`config.mk`:
```
export PLATFORM = sky130hd
export DESIGN_NAME = mem_stage_flat
export DESIGN_NICKNAME = d
export VERILOG_FILES = /design/src/rtl/mem_stage_pkg.sv /design/src/rtl/mem_stage_if.sv /design/src/rtl/mem_bus_if.sv /design/src/rtl/mem_stage.sv /design/src/flat_wrapper.sv
export SDC_FILE = /design/constraint.sdc
export NUM_CORES = 1
export LEC_CHECK = 0
export CAP_MARGIN = 20
export CORE_MARGIN = 2
export CORE_UTILIZATION = 44
export DETAILED_ROUTE_END_ITERATION = 8
export PLACE_DENSITY = 0.95
export REMOVE_ABC_BUFFERS = 1
export SKIP_CTS_REPAIR_TIMING = 1
export SYNTH_ARGS = -nofsm -noshare
export SYNTH_HDL_FRONTEND = slang
export SYNTH_SLANG_ARGS = --single-unit
```
`constraint.sdc`:
```
create_clock -name clk -period 5.4 [get_ports clk]
set_clock_uncertainty 0.15 [all_clocks]
set_input_delay 1.35 -clock clk [delete_from_list [all_inputs] [get_ports clk]]
set_output_delay 1.35 -clock clk [all_outputs]
set_load 0.02 [all_outputs]
```
`src/rtl/mem_stage_pkg.sv`:
```
// mem_stage_pkg: shared op/exception encodings, word types and FSM states for the MEM stage.
package mem_stage_pkg;
    typedef logic [29:0] word_addr_t;
    typedef logic [31:0] word_data_t;
    typedef enum logic [1:0] {
        MEM_OP_NOP = 2'd0,
        MEM_OP_LDW = 2'd1,
        MEM_OP_STW = 2'd2
    } mem_op_e;
    typedef enum logic [1:0] {
        CTRL_OP_NOP  = 2'd0,
        CTRL_OP_WRCR = 2'd1,
        CTRL_OP_EXRT = 2'd2
    } ctrl_op_e;
    typedef enum logic [2:0] {
        ISA_EXP_NO_EXP     = 3'd0,
        ISA_EXP_EXT_INT    = 3'd1,
        ISA_EXP_UNDEF_INSN = 3'd2,
        ISA_EXP_OVERFLOW   = 3'd3,
        ISA_EXP_MISS_ALIGN = 3'd4,
        ISA_EXP_TRAP       = 3'd5,
        ISA_EXP_PRV_VIO    = 3'd6,
        ISA_EXP_BUS_ERR    = 3'd7
    } isa_exp_e;
    localparam logic ENABLE   = 1'b1;
    localparam logic DISABLE  = 1'b0;
    localparam logic ENABLE_  = 1'b0;
    localparam logic DISABLE_ = 1'b1;
    typedef enum logic {BUS_IDLE, BUS_BUSY} bus_state_e;
endpackage

```
`src/rtl/mem_stage_if.sv`:
```
// mem_stage_if: word-wide req/ready memory bus.
//  req     master->slave  access request, held until rdy
//  rw      master->slave  1 = read, 0 = write
//  addr    master->slave  word address
//  wr_data master->slave  store data
//  rd_data slave->master  load data, valid with rdy
//  rdy     slave->master  access completes this cycle
interface mem_stage_if;
    import mem_stage_pkg::*;
    logic       req;
    logic       rw;
    word_addr_t addr;
    word_data_t wr_data;
    word_data_t rd_data;
    logic       rdy;
    modport master (output req, rw, addr, wr_data, input rd_data, rdy);
    modport slave (input req, rw, addr, wr_data, output rd_data, rdy);
endinterface

```
`src/rtl/mem_bus_if.sv`:
```
// mem_bus_if: bus access FSM with timeout counter and read-data buffer for the MEM stage.
//  clk, rst      clock, async active-low reset
//  start         EX holds a qualifying access
//  stall         pipeline stall (when high the result must be buffered)
//  rdy, bus_rd_data  bus completion and load data
//  req           bus request (forced low while in reset)
//  busy          stall request while the access is outstanding
//  err           access ended by timeout
//  rd_data       load data to the stage register (buffered or live)
module mem_bus_if
    import mem_stage_pkg::*;
#(
    parameter int BUS_TIMEOUT = 64
) (
    input  logic       clk,
    input  logic       rst,
    input  logic       start,
    input  logic       stall,
    input  logic       rdy,
    input  word_data_t bus_rd_data,
    output logic       req,
    output logic       busy,
    output logic       err,
    output word_data_t rd_data
);
    localparam int CW = BUS_TIMEOUT > 1 ? $clog2(BUS_TIMEOUT) : 1;
    bus_state_e    state, state_nx;
    logic [CW-1:0] cnt;
    logic          tmo, done, req_c, busy_c, buf_vld, buf_err;
    word_data_t    buf_data;
    assign tmo = (BUS_TIMEOUT != 0) && state == BUS_BUSY && cnt == CW'(BUS_TIMEOUT - 1) && !rdy;
    always_comb begin
        state_nx = state;
        req_c    = 1'b0;
        done     = 1'b0;
        busy_c   = 1'b0;
        if (state == BUS_IDLE) begin
            // a buffered result means this EX access already completed
            req_c    = start && !buf_vld;
            done     = req_c && rdy;
            busy_c   = req_c && !rdy;
            state_nx = busy_c ? BUS_BUSY : BUS_IDLE;
        end else begin
            req_c    = !tmo;
            done     = rdy || tmo;
            busy_c   = !done;
            state_nx = done ? BUS_IDLE : BUS_BUSY;
        end
    end
    always_ff @(posedge clk or negedge rst) begin
        if (!rst) begin
            state    <= BUS_IDLE;
            cnt      <= '0;
            buf_vld  <= 1'b0;
            buf_err  <= 1'b0;
            buf_data <= '0;
        end else begin
            state <= state_nx;
            cnt   <= (state == BUS_BUSY && !done) ? cnt + 1'b1 : '0;
            if (done && stall) begin
                buf_vld  <= 1'b1;
                buf_err  <= tmo;
                buf_data <= bus_rd_data;
            end else if (!stall) begin
                buf_vld <= 1'b0;
            end
        end
    end
    // reset gating makes req/busy drop asynchronously mid-access
    assign req     = req_c && rst;
    assign busy    = busy_c && rst;
    assign err     = buf_vld ? buf_err : tmo;
    assign rd_data = buf_vld ? buf_data : bus_rd_data;
endmodule

```
`src/rtl/mem_stage.sv`:
```
// mem_stage: MEM pipeline stage; word load/store over a req/ready bus, MEM->WB register.
//  clk, rst          clock, async active-low reset
//  pl_stall/pl_flush pipeline control from the controller
//  ex_*              EX register bundle
//  bus               memory bus (master side)
//  mem_busy          stall request while an access is outstanding
//  mem_*             registered MEM->WB bundle, mem_out = load data or ALU result
module mem_stage
    import mem_stage_pkg::*;
#(
    parameter int BUS_TIMEOUT = 64
) (
    input  logic              clk,
    input  logic              rst,
    input  logic              pl_stall,
    input  logic              pl_flush,
    input  word_addr_t        ex_pc,
    input  logic              ex_en,
    input  logic              ex_br_flag,
    input  logic [2:0]        ex_exp_code,
    input  logic [1:0]        ex_mem_op,
    input  word_data_t        ex_mem_wr_data,
    input  logic [1:0]        ex_ctrl_op,
    input  logic [4:0]        ex_dst_addr,
    input  logic              ex_gpr_we_,
    input  word_data_t        ex_data_out,
    mem_stage_if.master       bus,
    output logic              mem_busy,
    output word_addr_t        mem_pc,
    output logic              mem_en,
    output logic              mem_br_flag,
    output logic [1:0]        mem_ctrl_op,
    output logic [4:0]        mem_dst_addr,
    output logic              mem_gpr_we_,
    output logic [2:0]        mem_exp_code,
    output word_data_t        mem_out
);
    logic       access, misalign, start, err, flush, flush_pend;
    word_data_t rd_data;
    assign access   = ex_en && ex_mem_op != MEM_OP_NOP;
    assign misalign = ex_data_out[1:0] != 2'b00;
    assign start    = access && ex_exp_code == ISA_EXP_NO_EXP && !misalign && !pl_flush;
    // a flush seen while stalled must still clear the bundle once the stall lifts
    assign flush    = pl_flush || flush_pend;
    assign bus.rw      = ex_mem_op == MEM_OP_LDW;
    assign bus.addr    = ex_data_out[31:2];
    assign bus.wr_data = ex_mem_wr_data;
    mem_bus_if #(.BUS_TIMEOUT(BUS_TIMEOUT)) u_bus (
        .clk(clk),
        .rst(rst),
        .start(start),
        .stall(pl_stall),
        .rdy(bus.rdy),
        .bus_rd_data(bus.rd_data),
        .req(bus.req),
        .busy(mem_busy),
        .err(err),
        .rd_data(rd_data)
    );
    always_ff @(posedge clk or negedge rst) begin
        if (!rst) begin
            flush_pend   <= 1'b0;
            mem_pc       <= '0;
            mem_en       <= DISABLE;
            mem_br_flag  <= 1'b0;
            mem_ctrl_op  <= CTRL_OP_NOP;
            mem_dst_addr <= '0;
            mem_gpr_we_  <= DISABLE_;
            mem_exp_code <= ISA_EXP_NO_EXP;
            mem_out      <= '0;
        end else begin
            flush_pend <= pl_stall && flush;
            if (!pl_stall) begin
                if (flush) begin
                    mem_pc       <= '0;
                    mem_en       <= DISABLE;
                    mem_br_flag  <= 1'b0;
                    mem_ctrl_op  <= CTRL_OP_NOP;
                    mem_dst_addr <= '0;
                    mem_gpr_we_  <= DISABLE_;
                    mem_exp_code <= ISA_EXP_NO_EXP;
                    mem_out      <= '0;
                end else begin
                    mem_pc       <= ex_pc;
                    mem_en       <= ex_en;
                    mem_br_flag  <= ex_br_flag;
                    mem_dst_addr <= ex_dst_addr;
                    if (ex_exp_code != ISA_EXP_NO_EXP || (access && (misalign || err))) begin
                        mem_ctrl_op  <= CTRL_OP_NOP;
                        mem_gpr_we_  <= DISABLE_;
                        mem_out      <= '0;
                        mem_exp_code <= ex_exp_code != ISA_EXP_NO_EXP ? ex_exp_code :
                                        misalign ? ISA_EXP_MISS_ALIGN : ISA_EXP_BUS_ERR;
                    end else begin
                        mem_ctrl_op  <= ex_ctrl_op;
                        mem_gpr_we_  <= ex_gpr_we_;
                        mem_exp_code <= ISA_EXP_NO_EXP;
                        mem_out      <= ex_mem_op == MEM_OP_LDW ? rd_data : ex_data_out;
                    end
                end
            end
        end
    end
endmodule

```
`src/flat_wrapper.sv`:
```
// flat-port wrapper written by rule: the top's interface ports become plain ports
module mem_stage_flat import mem_stage_pkg::*;
#(
    parameter int BUS_TIMEOUT = 64
)
  (clk, rst, pl_stall, pl_flush, ex_pc, ex_en, ex_br_flag, ex_exp_code, ex_mem_op, ex_mem_wr_data, ex_ctrl_op, ex_dst_addr, ex_gpr_we_, ex_data_out, mem_busy, mem_pc, mem_en, mem_br_flag, mem_ctrl_op, mem_dst_addr, mem_gpr_we_, mem_exp_code, mem_out, bus_req, bus_rw, bus_addr, bus_wr_data, bus_rd_data, bus_rdy);
  mem_stage_if bus_i ();
  input  logic clk;
  input  logic rst;
  input  logic pl_stall;
  input  logic pl_flush;
  input  word_addr_t ex_pc;
  input  logic ex_en;
  input  logic ex_br_flag;
  input  logic [2:0] ex_exp_code;
  input  logic [1:0] ex_mem_op;
  input  word_data_t ex_mem_wr_data;
  input  logic [1:0] ex_ctrl_op;
  input  logic [4:0] ex_dst_addr;
  input  logic ex_gpr_we_;
  input  word_data_t ex_data_out;
  output logic mem_busy;
  output word_addr_t mem_pc;
  output logic mem_en;
  output logic mem_br_flag;
  output logic [1:0] mem_ctrl_op;
  output logic [4:0] mem_dst_addr;
  output logic mem_gpr_we_;
  output logic [2:0] mem_exp_code;
  output word_data_t mem_out;
  output wire logic [$bits(bus_i.req)-1:0] bus_req;
  output wire logic [$bits(bus_i.rw)-1:0] bus_rw;
  output wire logic [$bits(bus_i.addr)-1:0] bus_addr;
  output wire logic [$bits(bus_i.wr_data)-1:0] bus_wr_data;
  input wire logic [$bits(bus_i.rd_data)-1:0] bus_rd_data;
  input wire logic [$bits(bus_i.rdy)-1:0] bus_rdy;
  assign bus_req = bus_i.req;
  assign bus_rw = bus_i.rw;
  assign bus_addr = bus_i.addr;
  assign bus_wr_data = bus_i.wr_data;
  assign bus_i.rd_data = bus_rd_data;
  assign bus_i.rdy = bus_rdy;
  mem_stage #(.BUS_TIMEOUT(BUS_TIMEOUT)) u_core (.clk(clk), .rst(rst), .pl_stall(pl_stall), .pl_flush(pl_flush), .ex_pc(ex_pc), .ex_en(ex_en), .ex_br_flag(ex_br_flag), .ex_exp_code(ex_exp_code), .ex_mem_op(ex_mem_op), .ex_mem_wr_data(ex_mem_wr_data), .ex_ctrl_op(ex_ctrl_op), .ex_dst_addr(ex_dst_addr), .ex_gpr_we_(ex_gpr_we_), .ex_data_out(ex_data_out), .bus(bus_i), .mem_busy(mem_busy), .mem_pc(mem_pc), .mem_en(mem_en), .mem_br_flag(mem_br_flag), .mem_ctrl_op(mem_ctrl_op), .mem_dst_addr(mem_dst_addr), .mem_gpr_we_(mem_gpr_we_), .mem_exp_code(mem_exp_code), .mem_out(mem_out));
endmodule
```
==> results of run 1 <==
## layout by cell type (no fill, tap or decap), drive strengths merged, types with 3 or more instances in the layout
master / n
bufinv: 5
mux2: 32
clkinv: 4
nand2: 37
nor2: 42
a22oi: 3
nand3: 5
a21oi: 33
a22o: 37
nor3: 5
clkdlybuf4s50: 219
dfrtp: 116
buf: 9
clkbuf: 22
mux2i: 32
o21ai: 39
inv: 3
## registers in the layout, indices dropped and copies added (netlist names), 2 cells and up
name / cells
u_core.mem_out: 32
u_core.u_bus.buf_data: 32
u_core.mem_pc: 30
u_core.u_bus.cnt: 6
u_core.mem_dst_addr: 5
u_core.mem_exp_code: 3
u_core.mem_ctrl_op: 2
## logic make-up (layout without fill, tap and decap cells)
group,count (synthesis),after routing,synth area share
adders and majority gates,1,1,0.00221
muxes,64,64,0.140
xor gates and xnor gates,3,3,0.00465
buffers and inverters,95,263,0.111
DFF,117,117,0.519
and+or+nand+nor,100,100,0.0791
AOI/OAI and AO/OA,124,124,0.144
## routing by layer
metal  global-route usage  wire length (um)
met2                0.392              7800
met3                0.120              2110
met5               0.0333                 0
met4               0.0784               278
met1                0.276              6470
## synth_stat cells (all sizes together) (2+ instances only)
master / instances / area share
xor2: 2 / 0.0031
nand2b: 2 / 0.0022
nand2: 37 / 0.025
mux2: 32 / 0.084
nor3: 5 / 0.0062
clkbuf: 17 / 0.011
nor4: 2 / 0.0049
a22oi: 3 / 0.0040
dfrtp: 116 / 0.51
a31oi: 2 / 0.0022
nor2: 42 / 0.028
nand3: 5 / 0.0044
buf: 75 / 0.098
a32o: 2 / 0.0035
a21oi: 33 / 0.029
and2: 2 / 0.0022
a22o: 37 / 0.057
mux2i: 32 / 0.057
o21ai: 39 / 0.037
inv: 3 / 0.0020
o31ai: 2 / 0.0027
## power groups by stage
stage	sequential, mW	combinational (mW)	clock [mW]
2_1_floorplan	1.00	0.101	0
3_3_place_gp	0.974	0.355	0
3_5_place_dp	0.978	0.366	0
4_1_cts	0.966	0.369	1.24
5_1_grt	0.972	0.392	1.28
6_report	0.966	0.366	1.21
## worst min-delay path by stage
| stage | to | startpoint | depth (start not counted) |
|---|---|---|---|
| finish | u_core.u_bus.cnt[0]$_DFF_PN0_ | u_core.u_bus.cnt[0]$_DFF_PN0_ | 1 |
| global route | u_core.u_bus.cnt[0]$_DFF_PN0_ | u_core.u_bus.cnt[0]$_DFF_PN0_ | 1 |
| CTS | u_core.u_bus.cnt[0]$_DFF_PN0_ | u_core.u_bus.cnt[0]$_DFF_PN0_ | 1 |
| detailed placement | u_core.u_bus.cnt[0]$_DFF_PN0_ | u_core.u_bus.cnt[0]$_DFF_PN0_ | 1 |
| global placement | u_core.u_bus.cnt[0]$_DFF_PN0_ | u_core.u_bus.cnt[0]$_DFF_PN0_ | 1 |
| floorplan | u_core.u_bus.cnt[0]$_DFF_PN0_ | u_core.u_bus.cnt[0]$_DFF_PN0_ | 1 |
## worst register-to-register path, cell delays in order, from the launching register on
cell and delay, ps:
dfrtp_2 430, buf_4 310, nor2b_1 220, a21boi_0 300
a21o_1 560, buf_8 250, o21ai_0 160
## area by class of cell
cell class,instances,area [um2]
multi-input combinational,292,2100
clock inverter,10,178
clock buffer,22,454
sequential,117,2930
tap,172,215
inverter,3,11.3
timing repair buffer,228,2260
fill,890,4410
==> metrics.txt, run 1 <==
clock sinks=117; Clk Latency, worst-skew pair=410 ps; CTS clk-pin slew, worst paths=50 ps; largest net degree at the start of global routing=79; worst r2r src=u_core.u_bus.buf_vld$_DFFE_PN0P_; row cnt=41; Psw=0.582 mW; CP Buf/Inv Count=2; Stages on worst setup path=6; Final Util=0.649; switch share=0.228; first-pass GRT wire length=24,800 um; Setup Crit Path Kind=in -> out; initial core utilization=0.449; max-cap violations=0; GP Congestion=0.883; dpl cells=811; Final min period=4970 ps; Die Y=117 um; Syn Std Cell Area=5650 um2; delay-heaviest family, CP=buffers and inverters; combinational power share=0.144; clock buffer depth=2; DR pass1 iterations=4; Max Slew Vio Count=0; n_diodes=0; DP Wirelength=11,700 um; internal power=1.96 mW; Remaining Overflow, GRT=0; Crit. End Element=primary output; Ports=286; internal reg-to-reg setup slack=2870 ps; WL/cell=19.7 um; placed cell area=7510 um2; post-route ant nets=0; Iteration-0 DRC Markers=260; CTS tree=yes; CP cell instances=clkdlybuf4s50_1, nor4_4, nand3_1, o31ai_1, and2_1, clkdlybuf4s50_1; fin nets=806; Critical Path Sink=mem_busy; RSZ-0062 raised after global routing=false; status=complete, no violations; CP max-delay cell=clkdlybuf4s50_1; pwr dens=312 nW/um2; Max H-tree Level=4; sequential area share after synthesis=0.519; drt total wl=16,700 um; Max-slew headroom=0.354; Area Overhead vs Synth=44.4%; Max Clk Rate=0.201 GHz; worst min-delay path class=reg -> reg; Final WS setup=426 ps; Final Hold Violating Endpoints=0; worst slack at placement=438 ps; worst hold slack=315 ps; Clock power frac=0.477; share of async-settable or async-resettable flops after synthesis=1.00; Yosys reg bits=117; Critical Path Most Common Cell=clkdlybuf4s50_1; vias per inst=5.29; CP required=3900 ps; R2R depth=6; Cells after Synth=504; number of CTS-inserted buffers=17; Die X=117 um; Non-Filler Instances=844; final setup vio count=0; CP arrival=3470 ps; Final Power=2.55 mW; Final Instance Area=8150 um2; Worst VDD drop=0.000225 V; IO Port Bufs=221; Worst R2R End=u_core.mem_out[30]$_DFFE_PN0N_; yosys warns=0; fraction of layout cells with a size suffix above 1=0.115; Synth Area per Inst=11.2 um2; Lkg Pwr=3.51 nW; final setup TNS=0 ps; initial antenna violation count=0; vias=4,461; core box area=12,600 um2; Critical Path Start Type=input pin; global-route usage over all layers=0.241; Worst setup startpoint=ex_data_out[0]; Worst-Margin Slew=969 ps; number of global-route vias before repair=4,778; Final Cycle Share=0.921; Max stage delay on crit path=600 ps; DIE AREA=13,800 um2; Post-synth top flop=dfrtp_1; Netlist cell types=43; Post-route DRC=0; root buffer cell=clkbuf_16; Flop pwr share=0.379; EDFF count, synth=0; worst-path maximum fanout=5
Power figures use the tool's default switching activity.
==> inputs of run 2 (changes only) <==
CORE_UTILIZATION = 37   (was 44)
PLACE_DENSITY = 0.87   (was 0.95)
clock period = 4.42 ns   (was 5.4 ns; I/O delays follow)
==> run 2 against run 1 <==
Die area increased by 18%. Utilization fell by 10 points. Total power is 22% higher. Non-clock buffer count is 4 higher. Cell area increased by 1.1%. Global-route usage down 4.8 points. Flip-flop and latch count stayed put. Final cell count grew 2.4%. Routed wire length decreased by 4.6%. Via count shrank 1.1%.
==> metrics.txt, run 2 (synthesis results as in run 1) <==
status=complete, no violations; Max stage delay on crit path=600 ps (about the same); internal reg-to-reg setup slack=1900 ps (-970 ps); largest net degree at the start of global routing=65 (-18%); DP Wirelength=11,300 um (-3.9%); HP Start=u_core.u_bus.cnt[0]$_DFF_PN0_; vias=4,413 (-1.1%); fin nets=810 (+0.50%); fraction of layout cells with a size suffix above 1=0.126 (+0.0112); max-cap violations=0 (unchanged); root buffer cell=clkbuf_16; worst hold slack=310 ps (-4.88 ps); worst r2r src=u_core.u_bus.buf_vld$_DFFE_PN0P_; Max Clk Rate=0.233 GHz; fillcell total=1,280 (+44%); Regs by FF count=u_core.mem_out x32, u_core.u_bus.buf_data x32, u_core.mem_pc x30; Final min period=4290 ps; Post-route DRC=0 (unchanged); initial antenna violation count=0 (unchanged); number of global-route vias before repair=4,592 (-3.9%); Critical Path Start Type=input pin; post-route ant nets=0 (unchanged); Lkg Pwr=3.54 nW (+0.91%); WL/cell=18.4 um (-6.8%); DIE AREA=16,300 um2 (+18%); Worst R2R End=u_core.mem_out[0]$_DFFE_PN0N_; Clk Latency, worst-skew pair=400 ps (about the same); Critical Path Most Common Cell=clkdlybuf4s50_1; CP required=3160 ps (-740 ps); final setup vio count=0 (unchanged); core box area=15,000 um2 (+20%); Worst-Margin Slew=733 ps (-235 ps); Max H-tree Level=4 (unchanged); Ports=286 (unchanged); Max Slew Vio Count=0 (unchanged); Remaining Overflow, GRT=0 (unchanged); Iteration-0 DRC Markers=143 (-45%); Final Instance Area=8250 um2 (+1.1%); global-route usage over all layers=0.193 (-0.0475); row cnt=45 (+9.8%); worst min-delay path class=reg -> reg; placed cell area=7590 um2 (+1.1%); Die X=128 um (+8.7%); drt total wl=15,900 um (-4.6%); hold path endpoint=u_core.u_bus.cnt[0]$_DFF_PN0_; commonest cells after routing, fill and taps aside=219 x clkdlybuf4s50_1, 115 x dfrtp_1, 42 x nor2_1; vias per inst=5.11 (-3.4%); CTS tree=yes; final setup TNS=0 ps (unchanged); pwr dens=377 nW/um2 (+21%); Final Cycle Share=0.971; Crit. End Element=primary output; CP max-delay cell=clkdlybuf4s50_1; dpl cells=832 (+2.6%); Non-Filler Instances=864 (+2.4%); Setup Crit Path Kind=in -> out; R2R depth=6 (unchanged); CTS clk-pin slew, worst paths=50 ps (about the same); first-pass GRT wire length=24,200 um (-2.4%); n_diodes=0 (unchanged); clock buffer depth=2 (unchanged); DR pass1 iterations=4 (unchanged); Final Hold Violating Endpoints=0 (unchanged); GP Congestion=0.850 (-3.7%); Max-slew headroom=0.511 (+0.157); Area Overhead vs Synth=46.0%; IO Port Bufs=221 (unchanged); Die Y=128 um (+8.7%); CP arrival=3040 ps (-430 ps); clock sinks=117 (unchanged); number of CTS-inserted buffers=17 (unchanged); RSZ-0062 raised after global routing=false; worst-path maximum fanout=3 (-2); CP cell instances=clkdlybuf4s50_1, nor4_4, nand3_1, o31ai_2, and2_1, clkdlybuf4s50_1; Worst VDD drop=0.000220 V (-2.1%); initial core utilization=0.376 (-0.0737); Final Util=0.548 (-0.100); hold path depth=1 (unchanged); most common cell after layout, fill and taps aside=clkdlybuf4s50_1
[run 2: changes by cell type in the layout (fill, tap and decap cells not counted), moves of 3 or more]
cell	delta
buf_4	+3
clkbuf_1	-3
clkinv_2	-3
clkinv_4	+3
[run 2: how the worst max path moves through the flow]
stage	start	to	slack [ps]	cells after the start
detailed placement	ex_data_out[0]	mem_busy	80	6
finish	ex_data_out[0]	mem_busy	130	6
global placement	ex_data_out[0]	mem_busy	140	6
CTS	ex_data_out[0]	mem_busy	70	6
floorplan	ex_mem_op[1]	bus_rw	540	2
global route	ex_data_out[0]	mem_busy	0.8	6
[run 2: final cells by class]
type,count,area [um2],share of cell area
Tap cell,188,235,0.0285
Inverter,3,11.3,0.00137
Clock inverter,11,174,0.0211
Multi-Input combinational cell,292,2110,0.256
Sequential cell,117,2930,0.355
Timing Repair Buffer,232,2310,0.280
Clock buffer,21,470,0.0571
[run 2: critical path, delay by kind of cell]
family	cells	cell delay, ps
AO/OA/AOI/OAI	1	240
buffers and inverters	2	1070
AND/OR/NAND/NOR	3	630
[run 2: metal layers]
metal	part of all wire	GRT usage
met5	0.0025	0.0341
met2	0.46	0.307
met1	0.43	0.237
met4	0.0067	0.0414
met3	0.10	0.0946
[run 2: report_power, final]
group	switching, mW	total [mW]	leakage, nW	internal [mW]
Combinational	0.194	0.446	1.68	0.252
Clock	0.496	1.49	0.305	0.990
Sequential	0.0384	1.18	1.56	1.14
Total	0.728	3.11	3.54	2.38
[run 2: metrics by stage]
stage | power [mW] | setup WS [ps]
detailed placement | 1.64 | 79.0
global placement | 1.63 | 139
floorplan | 1.35 | 539
finish | 3.11 | 129
global route | 3.23 | 0.757
CTS | 3.14 | 75.0
==> inputs of run 3 (changes only) <==
SLEW_MARGIN = 20   (was unset)
==> results of run 3 <==
Final layout, timing and power as in run 2 (identical DEF).
